File: src/rtl/float_add_pipe.sv
// float_add_pipe: 4-stage IEEE-754-style adder/subtractor with valid/ready stream, round-to-nearest-even, flush-to-zero, ovf/inv flags
// Ports: clk; rst_n (async, active-low); in_valid/in_ready with operands a, b and sub (1: a-b);
//        out_valid/out_ready with result sum, ovf (finite overflow to infinity), inv (NaN input or inf-inf, sum is qNaN)
module float_add_pipe #(
  parameter int EXP_W = 8,
  parameter int MAN_W = 23,
  localparam int W = 1 + EXP_W + MAN_W
) (
  input  logic         clk,
  input  logic         rst_n,
  input  logic         in_valid,
  output logic         in_ready,
  input  logic [W-1:0] a,
  input  logic [W-1:0] b,
  input  logic         sub,
  output logic         out_valid,
  input  logic         out_ready,
  output logic [W-1:0] sum,
  output logic         ovf,
  output logic         inv
);
  localparam logic [EXP_W-1:0] EMAX = '1;
  localparam logic [MAN_W-1:0] ZF = '0;
  localparam logic [W-2:0] ZM = '0;
  localparam logic [W-1:0] QNAN = {1'b0, EMAX, 1'b1, {(MAN_W-1){1'b0}}};
  typedef struct packed {
    logic v, byp, inv, sx, sy;
    logic [EXP_W-1:0] ex, ey;
    logic [MAN_W:0] mx, my;
    logic [W-1:0] bsum;
  } s1_t;
  typedef struct packed {
    logic v, byp, inv, sx, es;
    logic [EXP_W-1:0] ex;
    logic [MAN_W:0] mx;
    logic [MAN_W+3:0] my;
    logic [W-1:0] bsum;
  } s2_t;
  typedef struct packed {
    logic v, byp, inv, sx;
    logic [EXP_W-1:0] ex;
    logic [MAN_W+4:0] m;
    logic [W-1:0] bsum;
  } s3_t;
  typedef struct packed {
    logic v, ovf, inv;
    logic [W-1:0] sum;
  } o_t;
  s1_t s1_d, s1_q;
  s2_t s2_d, s2_q;
  s3_t s3_d, s3_q;
  o_t o_d, o_q;
  logic adv;
  assign adv = !o_q.v || out_ready;
  assign in_ready = adv;
  assign out_valid = o_q.v;
  assign sum = o_q.sum;
  assign ovf = o_q.ovf;
  assign inv = o_q.inv;
  logic sa, sb, a_z, b_z, a_inf, b_inf, a_nan, b_nan, swap;
  logic [MAN_W:0] ma, mb;
  always_comb begin
    sa = a[W-1];
    sb = b[W-1] ^ sub;
    a_z = a[W-2:MAN_W] == '0;
    b_z = b[W-2:MAN_W] == '0;
    a_inf = a[W-2:MAN_W] == EMAX && a[MAN_W-1:0] == ZF;
    b_inf = b[W-2:MAN_W] == EMAX && b[MAN_W-1:0] == ZF;
    a_nan = a[W-2:MAN_W] == EMAX && a[MAN_W-1:0] != ZF;
    b_nan = b[W-2:MAN_W] == EMAX && b[MAN_W-1:0] != ZF;
    ma = a_z ? '0 : {1'b1, a[MAN_W-1:0]};
    mb = b_z ? '0 : {1'b1, b[MAN_W-1:0]};
    swap = (b_z ? ZM : b[W-2:0]) > (a_z ? ZM : a[W-2:0]);
    s1_d.v = in_valid;
    s1_d.inv = a_nan | b_nan | (a_inf & b_inf & (sa ^ sb));
    s1_d.byp = a_nan | b_nan | a_inf | b_inf | (a_z & b_z);
    s1_d.bsum = s1_d.inv ? QNAN : a_inf ? {sa, EMAX, ZF} : b_inf ? {sb, EMAX, ZF} : {sa & sb, ZM};
    s1_d.sx = swap ? sb : sa;
    s1_d.sy = swap ? sa : sb;
    s1_d.ex = swap ? b[W-2:MAN_W] : a[W-2:MAN_W];
    s1_d.ey = swap ? a[W-2:MAN_W] : b[W-2:MAN_W];
    s1_d.mx = swap ? mb : ma;
    s1_d.my = swap ? ma : mb;
  end
  logic [EXP_W-1:0] d;
  logic [MAN_W+3:0] ext, mask;
  always_comb begin
    d = s1_q.ex - s1_q.ey;
    ext = {s1_q.my, 3'b000};
    mask = ~({(MAN_W+4){1'b1}} << d);
    s2_d.v = s1_q.v;
    s2_d.byp = s1_q.byp;
    s2_d.inv = s1_q.inv;
    s2_d.bsum = s1_q.bsum;
    s2_d.sx = s1_q.sx;
    s2_d.es = s1_q.sx ^ s1_q.sy;
    s2_d.ex = s1_q.ex;
    s2_d.mx = s1_q.mx;
    // bit 0 is sticky: OR of everything shifted past the round bit
    s2_d.my = 32'(d) >= MAN_W + 4 ? {{(MAN_W+3){1'b0}}, |s1_q.my}
                                   : (ext >> d) | {{(MAN_W+3){1'b0}}, |(ext & mask)};
  end
  always_comb begin
    s3_d.v = s2_q.v;
    s3_d.byp = s2_q.byp;
    s3_d.inv = s2_q.inv;
    s3_d.bsum = s2_q.bsum;
    s3_d.sx = s2_q.sx;
    s3_d.ex = s2_q.ex;
    s3_d.m = s2_q.es ? {1'b0, s2_q.mx, 3'b000} - {1'b0, s2_q.my} : {1'b0, s2_q.mx, 3'b000} + {1'b0, s2_q.my};
  end
  logic [MAN_W+3:0] n;
  logic [MAN_W+1:0] rm;
  logic [MAN_W-1:0] frac;
  logic rnd, zr, of;
  int lz, e, e2;
  always_comb begin
    lz = 0;
    for (int i = 0; i <= MAN_W + 3; i++) if (s3_q.m[i]) lz = MAN_W + 3 - i;
    n = s3_q.m[MAN_W+4] ? {s3_q.m[MAN_W+4:2], s3_q.m[1] | s3_q.m[0]} : s3_q.m[MAN_W+3:0] << lz;
    e = s3_q.m[MAN_W+4] ? int'(s3_q.ex) + 1 : int'(s3_q.ex) - lz;
    rnd = n[2] & (n[1] | n[0] | n[3]);
    rm = {1'b0, n[MAN_W+3:3]} + {{(MAN_W+1){1'b0}}, rnd};
    frac = rm[MAN_W+1] ? rm[MAN_W:1] : rm[MAN_W-1:0];
    e2 = rm[MAN_W+1] ? e + 1 : e;
    zr = s3_q.m == '0;
    of = !zr && e2 >= int'(EMAX);
    o_d.v = s3_q.v;
    o_d.inv = s3_q.v & s3_q.byp & s3_q.inv;
    o_d.ovf = s3_q.v & !s3_q.byp & of;
    o_d.sum = s3_q.byp ? s3_q.bsum : zr ? '0 : of ? {s3_q.sx, EMAX, ZF}
            : e2 <= 0 ? {s3_q.sx, ZM} : {s3_q.sx, e2[EXP_W-1:0], frac};
  end
  always_ff @(posedge clk or negedge rst_n)
    if (!rst_n) begin
      s1_q <= '0;
      s2_q <= '0;
      s3_q <= '0;
      o_q <= '0;
    end else if (adv) begin
      s1_q <= s1_d;
      s2_q <= s2_d;
      s3_q <= s3_d;
      o_q <= o_d;
    end
endmodule

File: config.mk
export PLATFORM = sky130hd
export DESIGN_NAME = float_add_pipe
export DESIGN_NICKNAME = d
export VERILOG_FILES = /design/src/rtl/float_add_pipe.sv
export SDC_FILE = /design/constraint.sdc
export NUM_CORES = 1
export LEC_CHECK = 0
export CORE_MARGIN = 2
export CORE_UTILIZATION = 45
export DETAILED_ROUTE_END_ITERATION = 7
export PLACE_DENSITY = 0.59
export SLEW_MARGIN = 20
export SYNTH_ARGS = -nofsm -noshare
export SYNTH_HDL_FRONTEND = slang
export SYNTH_SLANG_ARGS = --single-unit
File: constraint.sdc
create_clock -name clk -period 8.2 [get_ports clk]
set_input_delay 2.05 -clock clk [delete_from_list [all_inputs] [get_ports clk]]
set_output_delay 2.05 -clock clk [all_outputs]
set_load 0.1 [all_outputs]
# After elaboration in Yosys (flattened, before gate mapping)
# Cells that the tools add are included.
# W data, S select, Z words.
[totals]
ff_bits = 304
input_bits = 69
output_inout_bits = 36
word_cells = 137
[classes]
add_sub_neg = 7
magnitude_cmp = 4
eq_ne = 2
shifts = 3
muxes = 50
n_bitwise = 23
reduce_logical = 18
[op_table]
columns = ["op", "n"]
rows = [
  ["$mux W32", 33],
  ["$mux W31", 4],
  ["$mux W24", 4],
  ["$mux W27", 2],
  ["$logic_not A23 Y1", 2],
  ["$reduce_bool A23 Y1", 2],
  ["$add A32 B2 Y32 const B", 1],
  ["$ge A32 B9 Y1 const B", 1],
  ["$le A32 B1 Y1 const B", 1],
  ["$shl A27 B32 Y27", 1],
  ["$sub A9 B32 Y32", 1],
  ["$gt A31 B31 Y1", 1],
  ["$add A27 B27 Y28", 1],
  ["$logic_not A28 Y1", 1],
  ["$mux W28", 1],
  ["$sub A27 B27 Y28", 1],
  ["$and A27 B27 Y27", 1],
  ["$not A27 Y27", 1],
  ["$or A27 B1 Y27", 1],
  ["$reduce_or A27 Y1", 1],
  ["$shl A27 B8 Y27 const A", 1],
  ["$shr A27 B8 Y27", 1],
  ["$add A24 B1 Y25", 1],
  ["$reduce_or A24 Y1", 1],
  ["15 further kinds", 42],
]

# Longest topological paths before layout
# Gate-level depths: netlist of run 1.
[depth]
ltp_word = 39
mapped_depth = 26
depth_no_buf = 22

# Least setup slack after synthesis of run 1
# OpenSTA, ideal clock, no wires.
[synth_timing]
path_type = "flip-flop to flip-flop"
startpoint = "register s3_q[39] (netlist name)"
endpoint = "register o_q, in the netlist sum[14]"
setup_ns = 0.123
arrival_time_ns = 5.730
required_time_ns = 8.077
path_slack_ns = 2.347
stages_incl_launch_ff = 24
n_path_buf = 4
synth_period_minus_slack_ns = 5.853
cell_sequence = "dfrtp_1 buf_2 or2_1 a2111oi_2 o311a_1 nor2_2 inv_1 buf_2 buf_2 ha_1 nor2b_1 o21ai_0 a21boi_0 o21ai_0 nor4b_1 ha_1 mux2_2 or4_1 maj3_1 a211o_1 o221ai_2 nor3_2 buf_2 a32o_1"
[synth_between]
elab_chain_len = 32
word_cells_on_any_way = 40
classes_between = "add/sub (3); order compare (2); shift (1); mux (28); bitwise (3); reduce/logical (3)"
[synth_lines]
columns = ["element", "line", "rtl"]
rows = [
  ["start, declared", "51", "s3_t s3_d, s3_q;"],
  ["start signal, assigned", "138", "s3_q <= '0;"],
  ["start signal, assigned", "143", "s3_q <= s3_d;"],
  ["branches (longest 30 deep; another with $mux W32)", "n/a", ""],
  ["$mux W32 (*) (2 in series)", "131", "o_d.sum = s3_q.byp ? s3_q.bsum : zr ? '0 : of ? {s3_q.sx, EMAX, ZF}"],
  ["end signal, assigned", "139", "o_q <= '0;"],
  ["end signal, assigned", "144", "o_q <= o_d;"],
  ["end, declared", "52", "o_t o_d, o_q;"],
]
# Mark *: on every way between the ends.
# A chain may end at the register's enable or synchronous reset.

# Worst setup path in the final report of run 1
[layout_timing]
startpoint = "register s3_q[55] (netlist name)"
endpoint = "register o_q, in the netlist sum[13]"
[layout_between]
elab_chain_len = 16
word_cells_on_any_way = 24
classes_between = "add/sub (3); order compare (2); shift (1); mux (12); bitwise (3); reduce/logical (3)"
[layout_lines]
columns = ["element", "line"]
rows = [
  ["branches (longest 14 deep; another with $sub A9 B32 Y32)", "n/a"],
  ["$mux W32 (*) (2 in series)", "131"],
]
# Marked as above.

==> flow_summary.ini, run 1 <==
[power]
total_power_uw = 9591
power_per_standard_cell_area_nw_per_um2 = 484.6
power.static_leakage_uw = 0.008291
ir_drop_uv = 256.1

[yosys]
syn-instance-count = 2227
post_synth.cell_area_avg_um2 = 7.889
count_of_flip_flops_with_a_built_in_enable_after_synthesis = 0
ys_dominant_reg_cell = sky130_fd_sc_hd__dfrtp_1
synth.top_cell.area_share_pct = 30.48
share_of_flip_flops_with_an_asynchronous_set_or_reset_pct = 100.0
post_synth_instance_area_um2 = 17570
yosysWarnings = 0
synth-seq-cells = 214
syn_nets = 2396
post_synth_main_area_contributors = sky130_fd_sc_hd__dfrtp_1, sky130_fd_sc_hd__nand2_1, sky130_fd_sc_hd__ha_1
unique_masters_post_synth = 102
synth-seq-area-share_pct = 30.48
post_synthesis_cell_type_with_the_largest_combined_area = sky130_fd_sc_hd__dfrtp_1

[sta]
post_route_clock_skew_ns = 0.02250
max_freq_mhz = 150.3
layout_worst_path_cycle_share_pct = 81.14
slew_viol_final = 0
slew_headroom_pct = 23.03
tns_ns = 0
finalHoldViolations = 0
period_needed_ns = 6.654
rsz0062_at_grt = false
setup-violations-final = 0
worst_slew_pin_slew_ns = 1.145

[floorplanning]
io_pins = 105
core-area_um2 = 38560
rows = 72
start_util_pct = 45.57
x_dimension_of_the_die_um = 201.6
die_height_um = 201.6
die-area_um2 = 40640

[routing]
post-route-drc-count = 0
route.detailed.wl_per_inst_um = 21.44
drt_pre_antenna_iters = 5
route.vias.total = 17000
drt-vias-per-instance = 6.122
wire_length_after_detailed_routing_um = 59540
initialDrtViolationCount = 1533
ant_nets = 0

[clock_network]
cts_resized = 0
h-tree-depth = 1
holdBufCountCts = 0
clk_path_buf_depth = 3
worstSkewPairLatency_ns = 0.56
numCtsBuffers = 26
cts.sinks = 214
cts_tree = done
cts_root_buf = sky130_fd_sc_hd__clkbuf_16
post_cts_buffers = 0
cts.clk_slew.worst_paths_ns = 0.06

[layout]
diodes = 0
syn2layout_area_growth_pct = 12.65
layout-drive-gt1-share_pct = 6.020
ff_latch_area_um2 = 5355
multi_input_comb_area_um2 = 11250
final_core_utilization_pct = 51.33
filler_cell_count = 3774
layout.nets = 2410

[global_route]
grtUsageMet2_pct = 45.33
grtUsageTotal_pct = 29.12
grt_antenna_before_repair = 1
globalRouteOverflowTotal = 0
grt_first_pass_wirelength_um = 95160
globalRouteMet1Util_pct = 42.55
number_of_global_route_vias_before_repair = 16660
grt_start_max_net_pins = 90
grt_util_met3_pct = 3.450
gr-max-usage-layer = met2

[place]
place_congestion = 0.9871
hpwl_after_dpl_um = 44850
numPortBuffers = 104

[flow_run]
maxCapViolations = 0

[run_status]
run_status = completed

[critical_path]
r2r_cells = 18
crit_required_ns = 8.63
worstSetupPathType = reg -> reg
end_kind = register
critical_path.reg2reg.startpoint = s3_q[55]
r2r_end = sum[13]
reg2reg_slack_ns = 1.55
setup.worst_path.start_class = register
critical_path_arrival_ns = 7.08
worstPathMaxFanout = 29

[worst_hold_path]
timing.hold.worst.class = reg -> reg
min_delay_worst_endpoint = s3_q[65]
min_path_cells = 2
timing.hold.worst.start = s2_q[88]
==> flip-flops by register name (all words and copies together), names as in the netlist <==
signal and count:
ext 24, inv 1, o_d 1, out_valid 1, ovf 1, s1_q 47, s2_q 66, s3_q 41
sum 32
==> synth_stat cells (23+ instances only) <==
cell and n:
sky130_fd_sc_hd__a31oi_1 24, sky130_fd_sc_hd__ha_1 97, sky130_fd_sc_hd__a221o_1 23, sky130_fd_sc_hd__and2_1 36, sky130_fd_sc_hd__dfrtp_1 214, sky130_fd_sc_hd__a21oi_1 122, sky130_fd_sc_hd__inv_1 99, sky130_fd_sc_hd__nor2b_1 24
sky130_fd_sc_hd__clkbuf_1 114, sky130_fd_sc_hd__o21ai_0 161, sky130_fd_sc_hd__xnor2_1 45, sky130_fd_sc_hd__nor3_1 36, sky130_fd_sc_hd__o211ai_1 38, sky130_fd_sc_hd__nor4_1 33, sky130_fd_sc_hd__mux2i_1 55, sky130_fd_sc_hd__nand2_1 396
sky130_fd_sc_hd__nor2_1 127, sky130_fd_sc_hd__nand4_1 27, sky130_fd_sc_hd__nor3b_1 29, sky130_fd_sc_hd__xor2_1 24, sky130_fd_sc_hd__nand3_1 103
==> area by class of cell <==
cell class	instances	share of cell area, %
multi-input combinational	1760	56.83
sequential	214	27.06
timing repair buffer	138	6.562
clock buffer	37	3.958
tap	518	3.275
inverter	101	1.928
clock inverter	9	0.3920
==> cells by family after synthesis <==
logic type	share of synthesized area (%)
AND/OR/NAND/NOR	24.58
AO/OA/AOI/OAI	23.96
buffers and inverters	5.633
flip-flops	30.48
adder cells (fa/ha/maj)	7.307
multiplexers	4.608
XOR/XNOR	3.440
==> through the flow <==
step                area [um^2]  hold WS, ns  cells  setup WS [ns]
floorplan                 17570       0.4306   2227          2.347
global placement          18930       0.4504   2731          1.060
detailed placement        18930       0.4529   2731          1.058
CTS                       19790       0.4653   2777          1.602
global route              19790       0.4889   2777         0.9857
finish                    19790       0.4611   2777          1.546
==> metal layers <==
| layer | vias to the layer above | part of all wire (%) |
|---|---|---|
| li1 | 8125 | - |
| met1 | 8239 | 47 |
| met4 | 2 | 2.5 |
| met3 | 86 | 5.9 |
| met5 | - | 0.015 |
| met2 | 549 | 44 |
==> critical path: stages (launching register included) <==
cell and delay (ns):
sky130_fd_sc_hd__dfrtp_1 0.50, sky130_fd_sc_hd__nor4_1 0.79, sky130_fd_sc_hd__o21ai_4 0.24, sky130_fd_sc_hd__nor2_8 0.35, sky130_fd_sc_hd__inv_2 0.34, sky130_fd_sc_hd__ha_1 0.43
sky130_fd_sc_hd__o21ai_0 0.12, sky130_fd_sc_hd__a21boi_0 0.15, sky130_fd_sc_hd__o21ai_0 0.37, sky130_fd_sc_hd__a21oi_1 0.14, sky130_fd_sc_hd__xnor2_1 0.55, sky130_fd_sc_hd__nand2_1 0.31
sky130_fd_sc_hd__or4_1 0.64, sky130_fd_sc_hd__maj3_1 0.38, sky130_fd_sc_hd__a211o_1 0.29, sky130_fd_sc_hd__o221ai_2 0.31, sky130_fd_sc_hd__nor3_2 0.09, sky130_fd_sc_hd__buf_4 0.22
sky130_fd_sc_hd__a32o_1 0.28
==> layout by cell type (no fill, tap or decap), drive strengths merged, types with 39 or more instances in the layout <==
master	count
nand2	396
dfrtp	214
o21ai	168
nor2	130
a21oi	122
nand3	103
clkdlybuf4s50	102
inv	101
ha	97
mux2i	55
xnor2	45
o211ai	39
==> how the worst max path moves through the flow <==
stage | slack (ns) | startpoint | depth (start not counted) | endpoint
after global placement | 1.06 | b[27] | 19 | s1_q[64]
after CTS | 1.60 | s3_q[33] | 20 | sum[13]
after detailed placement | 1.06 | b[27] | 19 | s1_q[75]
after floorplan | 2.35 | s3_q[39] | 23 | sum[14]
after global routing | 0.99 | s3_q[51] | 19 | sum[17]
final | 1.55 | s3_q[55] | 18 | sum[13]
==> power breakdown <==
part	internal (uW)	switching [uW]	leakage, uW
registers	1470	555	0.00267
logic	2220	4190	0.00521
clock network	691	459	0.000421
total	4380	5210	0.00829
Power figures use the tool's default switching activity.
==> run 2: changes to the inputs <==
==> constraint.sdc (replaced) <==
create_clock -name clk -period 6.3 [get_ports clk]
set_input_delay 1.575 -clock clk [delete_from_list [all_inputs] [get_ports clk]]
set_output_delay 1.575 -clock clk [all_outputs]
set_load 0.1 [all_outputs]
==> flow_summary.ini, run 2 (synthesized netlist as in run 1, its figures left out) <==
[run_status]
run_status = completed

[place]
hpwl_after_dpl_um = 44060
dp.cells = 2756
numPortBuffers = 104
place_congestion = 0.9673

[routing]
drt-vias-per-instance = 6.088
post-route-drc-count = 0
initialDrtViolationCount = 1426
route.detailed.wl_per_inst_um = 21.03
route.vias.total = 17060
ant_nets = 0
drt_pre_antenna_iters = 5
wire_length_after_detailed_routing_um = 58950

[critical_path]
crit_required_ns = 6.73
critical_path_arrival_ns = 6.21
cp.depth = 23
r2r_cells = 23
worst_path_largest_cell_delay_ns = 0.61
end_kind = register
crit_buf_inv = 3
r2r_end = sum[15]
timing_endpoint_of_the_critical_path = sum[15]
worstSetupPathType = reg -> reg
cp_top_family = simple AND/OR/NAND/NOR gates
worstPathMaxFanout = 23
crit_path_start = s3_q[48]
setup.worst_path.start_class = register
crit_path_cell_trace = or3_1 -> a211oi_1 -> o41a_1 -> o21ai_2 -> inv_2 -> ha_1 -> inv_1 -> fa_1 -> a21o_1 -> a21oi_1 -> xor2_1 -> o21ai_0 -> nand2_1 -> nor2_1 -> nand2_1 -> or4_1 -> xnor2_1 -> o211ai_1 -> or4_1 -> a22oi_2 -> nor3_2 -> buf_4 -> a32o_1
critical_path.reg2reg.startpoint = s3_q[48]
reg2reg_slack_ns = 0.52
worst_path_max_delay_cell = sky130_fd_sc_hd__or4_1

[layout]
layout-drive-gt1-share_pct = 7.046
reg.largest.list = s2_q (66), s1_q (47), s3_q (41)
finalNonFillerCells = 2803
largest_register_ffs = 66
mostFrequentLayoutCell = sky130_fd_sc_hd__nand2_1
layout.nets = 2436
regMostFlops = s2_q
syn2layout_area_growth_pct = 13.71
layout_common_cells = sky130_fd_sc_hd__nand2_1, sky130_fd_sc_hd__dfrtp_1, sky130_fd_sc_hd__o21ai_0
diodes = 0

[global_route]
grt_antenna_before_repair = 0
grt_first_pass_wirelength_um = 93490
grt_start_max_net_pins = 226
number_of_global_route_vias_before_repair = 16510
globalRouteOverflowTotal = 0
grtUsageTotal_pct = 28.64

[floorplanning]
rows = 72
x_dimension_of_the_die_um = 201.6
start_util_pct = 45.57
die-area_um2 = 40640
io_pins = 105
core-area_um2 = 38560
die_height_um = 201.6

[sta]
rsz0062_at_grt = false
slew_headroom_pct = 30.94
layout_worst_path_cycle_share_pct = 91.75
post_route_clock_skew_ns = 0.01756
tns_ns = 0
period_needed_ns = 5.780
setup-violations-final = 0
max_freq_mhz = 173.0
finalHoldViolations = 0
slew_viol_final = 0
worst_slew_pin_slew_ns = 1.036

[clock_network]
numCtsBuffers = 27
cts_resized = 0
h-tree-depth = 1
cts_root_buf = sky130_fd_sc_hd__clkbuf_16
holdBufCountCts = 0
cts.sinks = 214
post_cts_buffers = 0
cts_tree = done
clk_path_buf_depth = 3
cts.clk_slew.worst_paths_ns = 0.06
worstSkewPairLatency_ns = 0.56

[worst_hold_path]
timing.hold.worst.start = s2_q[31]
min_path_cells = 2
timing.hold.worst.class = reg -> reg

[power]
ir_drop_uv = 271.8
power.static_leakage_uw = 0.008408
power_per_standard_cell_area_nw_per_um2 = 625.5

[flow_run]
maxCapViolations = 0
==> run 2: changes by cell type in the layout (fill, tap and decap cells not counted), sizes merged <==
cell,change
buf,+25
clkbuf,-2
inv,+1
clkinv,+3
clkinvlp,-1
==> run 2: through the flow <==
step	power, uW	util [%]	setup slack, ns	hold WS, ns	instance area, um^2
finish	12500	51.81	0.5200	0.4647	19980
global route	13460	51.81	0.02898	0.4868	19980
CTS	12440	51.79	0.4494	0.4698	19970
detailed placement	10910	49.65	0.1701	0.4554	19140
global placement	10860	49.65	0.2412	0.4479	19140
floorplan	8543	-	0.4471	0.4306	17570
==> run 2: layout make-up <==
cell class | count | area, um^2
multi-input cells | 1760 | 11250
flip-flops and latches | 214 | 5356
well taps | 518 | 648.1
clock buffers | 35 | 725.7
fillers | 3818 | 18580
clock inverters | 12 | 101.3
inverters | 101 | 381.6
repair buffers | 163 | 1511
==> run 2: worst register-to-register path, cell delays in order, from the launching register on <==
cell,delay (ns)
sky130_fd_sc_hd__dfrtp_2,0.50
sky130_fd_sc_hd__or3_1,0.44
sky130_fd_sc_hd__a211oi_1,0.23
sky130_fd_sc_hd__o41a_1,0.27
sky130_fd_sc_hd__o21ai_2,0.14
sky130_fd_sc_hd__inv_2,0.09
sky130_fd_sc_hd__ha_1,0.18
sky130_fd_sc_hd__inv_1,0.06
sky130_fd_sc_hd__fa_1,0.39
sky130_fd_sc_hd__a21o_1,0.19
sky130_fd_sc_hd__a21oi_1,0.22
sky130_fd_sc_hd__xor2_1,0.09
sky130_fd_sc_hd__o21ai_0,0.26
sky130_fd_sc_hd__nand2_1,0.15
sky130_fd_sc_hd__nor2_1,0.17
sky130_fd_sc_hd__nand2_1,0.17
sky130_fd_sc_hd__or4_1,0.61
sky130_fd_sc_hd__xnor2_1,0.20
sky130_fd_sc_hd__o211ai_1,0.10
sky130_fd_sc_hd__or4_1,0.42
sky130_fd_sc_hd__a22oi_2,0.20
sky130_fd_sc_hd__nor3_2,0.07
sky130_fd_sc_hd__buf_4,0.22
sky130_fd_sc_hd__a32o_1,0.29
==> run 2: worst min path at each step <==
stage / endpoint / slack, ns
final: s2_q[31] / 0.46
after global routing: s3_q[68] / 0.49
after CTS: s2_q[87] / 0.47
after detailed placement: s3_q[68] / 0.46
after global placement: s3_q[68] / 0.45
after floorplan: s3_q[68] / 0.43
==> run 2: power by group <==
group          total [uW]  internal, uW  switching, uW
registers            2630          1920            714
clock network        1480           851            624
logic                8390          2990           5400
==> run 2: routing by layer <==
metal	share of wire, %	global-route usage [%]	wire, um
met1	47	41.25	27840
met2	44	45.16	26220
met3	6.3	3.936	3701
met4	2.0	7.484	1183
met5	0	0	0
==> RTL edit: new RTL, config.mk and constraints of run 2 <==
Set the parameter `EXP_W` to 12 (it was 8).
--- a/src/rtl/float_add_pipe.sv
+++ b/src/rtl/float_add_pipe.sv
@@ -2,7 +2,7 @@
 // Ports: clk; rst_n (async, active-low); in_valid/in_ready with operands a, b and sub (1: a-b);
 //        out_valid/out_ready with result sum, ovf (finite overflow to infinity), inv (NaN input or inf-inf, sum is qNaN)
 module float_add_pipe #(
-  parameter int EXP_W = 8,
+  parameter int EXP_W = 12,
   parameter int MAN_W = 23,
   localparam int W = 1 + EXP_W + MAN_W
 ) (
Interface: changed (resized a, b and sum); port bits go from 105 to 117. The function was not compared with the original's and may differ.
==> RTL edit against run 2 <==
  * Via count increased by 10%
  * Sequential share of layout area fell by 0.85 points
  * Design area is 13% higher
  * Sequential cell count grew 20
  * Critical path type unchanged
  * Routed wire length up 11%
  * Power increased by 15%
  * Non-clock buffer count rose by 74
  * Area after synthesis grew 11%
  * Core utilization is 0.89 points higher
  * First-iteration DRC count up 13%
  * Setup slack worse by 180 ps
==> RTL edit: results (changes against run 2) <==
dp.cells: 3091  # +12%
viasPerCell: 5.997  # -1.5%
min_period_over_period_pct: 94.63  # +2.9 points
slowest_stage: "nor4_2"
grt_pass1_wl_um: 103500  # +11%
rr_startpoint: "s3_q[46]"
synth.avg_cell_area_um2: 7.839  # -0.64%
hpwlAfterDp_um: 49500  # +12%
drt-total-wl_um: 65670  # +11%
whs_ps: 464.3  # -0.3450 ps
timing.reg2reg.setup_slack_ps: 340  # -180 ps
grtUsageMet2_pct: 46.62  # +1.5 points
placed_area_mm2: 0.02155  # +13%
max_slew_margin_pct: 29.59  # -1.4 points
leakage_nw: 9.941  # +18%
met3_usage_pct: 3.397  # -0.54 points
use_met1_pct: 41.32  # +0.072 points
grt_usage_pct: 29.29  # +0.65 points
cts_made_buffers: 28  # +3.7%
drive_gt1_share_pct: 10.87  # +3.8 points
place_ws_ps: 98.68  # -71.37 ps
wl_met2_um: 29440  # +12%
numPortBuffers: 116  # +12%
grt_pass1_vias: 18203  # +10%
grt_max_degree: 134  # -41%
ys_seq_area_share_pct: 30.16  # -0.32 points
met1_length_um: 29880  # +7.3%
route.met3.wl_um: 3981  # +7.6%
ys_top_cells_by_count: "nand2_1 (442), dfrtp_1 (234), o21ai_0 (210)"
fin_nets: 2761  # +13%
vias: 18836  # +10%
synthTopCellsByArea: "dfrtp_1 (30%), nand2_1 (8.5%), ha_1 (6.8%)"
ir_worst_vdd_v: 0.0003264  # +20%
place_congestion: 0.9591  # -0.85%
status: "finished clean"
ys_types: 98  # -3.9%
syn_nets: 2662  # +11%
dr.pass1.iters: 6  # +1
min-delay-start: "s2_q[94]"
skew_ps: 25.53  # +7.970 ps
antenna_found_initial: 0  # unchanged
cpPeakStageDelay_ps: 490  # -120 ps
clkLatencyLatePin_ps: 590  # +30 ps
RTL edit: changes by cell type after synthesis, sizes merged, moves of 36 or more:
| cell | run 2 | this run |
|---|---|---|
| nor3 | 38 | 93 |
| nand3 | 103 | 50 |
| mux2 | 17 | 65 |
| nand2 | 396 | 443 |
| o21ai | 168 | 213 |
| mux2i | 55 | 91 |
RTL edit: worst paths after layout:
| path | cells past startpoint | to |
|---|---|---|
| max in group asynchronous | 3 | sum[2] |
| worst min-delay path | 2 | s3_q[71] |
| worst max-delay path | 24 | sum[3] |
| worst min register to register | 2 | s3_q[71] |
| min in group asynchronous | 1 | s1_q[71] |
| worst max register to register | 24 | sum[3] |
RTL edit: power by group:
group	internal [mW]	switching [mW]	leakage [nW]
Sequential	2.08	0.615	2.89
Combinational	3.55	6.42	6.59
Clock	1.01	0.677	0.464
RTL edit: cell families (layout without fill, tap and decap cells):
group | after synthesis | count (layout) | share of synthesized area (%)
AOI/OAI and AO/OA | 649 | 649 | 21.67
xor gates and xnor gates | 79 | 79 | 3.564
adders and majority gates | 109 | 109 | 7.127
buffers and inverters | 302 | 420 | 6.277
DFF | 234 | 234 | 30.16
muxes | 156 | 156 | 8.461
and+or+nand+nor | 948 | 948 | 22.75
RTL edit: cell type report:
| class | count | area (um2) |
|---|---|---|
| Fill cell | 4200 | 20240 |
| Multi-Input combinational cell | 1941 | 12380 |
| Sequential cell | 234 | 5856 |
| Timing Repair Buffer | 237 | 2155 |
| Clock buffer | 36 | 790.8 |
| Tap cell | 546 | 683.2 |
| Inverter | 134 | 508.0 |
| Clock inverter | 13 | 175.2 |
RTL edit: tightest hold or removal path, cell delays in order, from the launching register on:
cell	delay [ps]
dfrtp_1	340
nand2_1	50
nand2_1	50
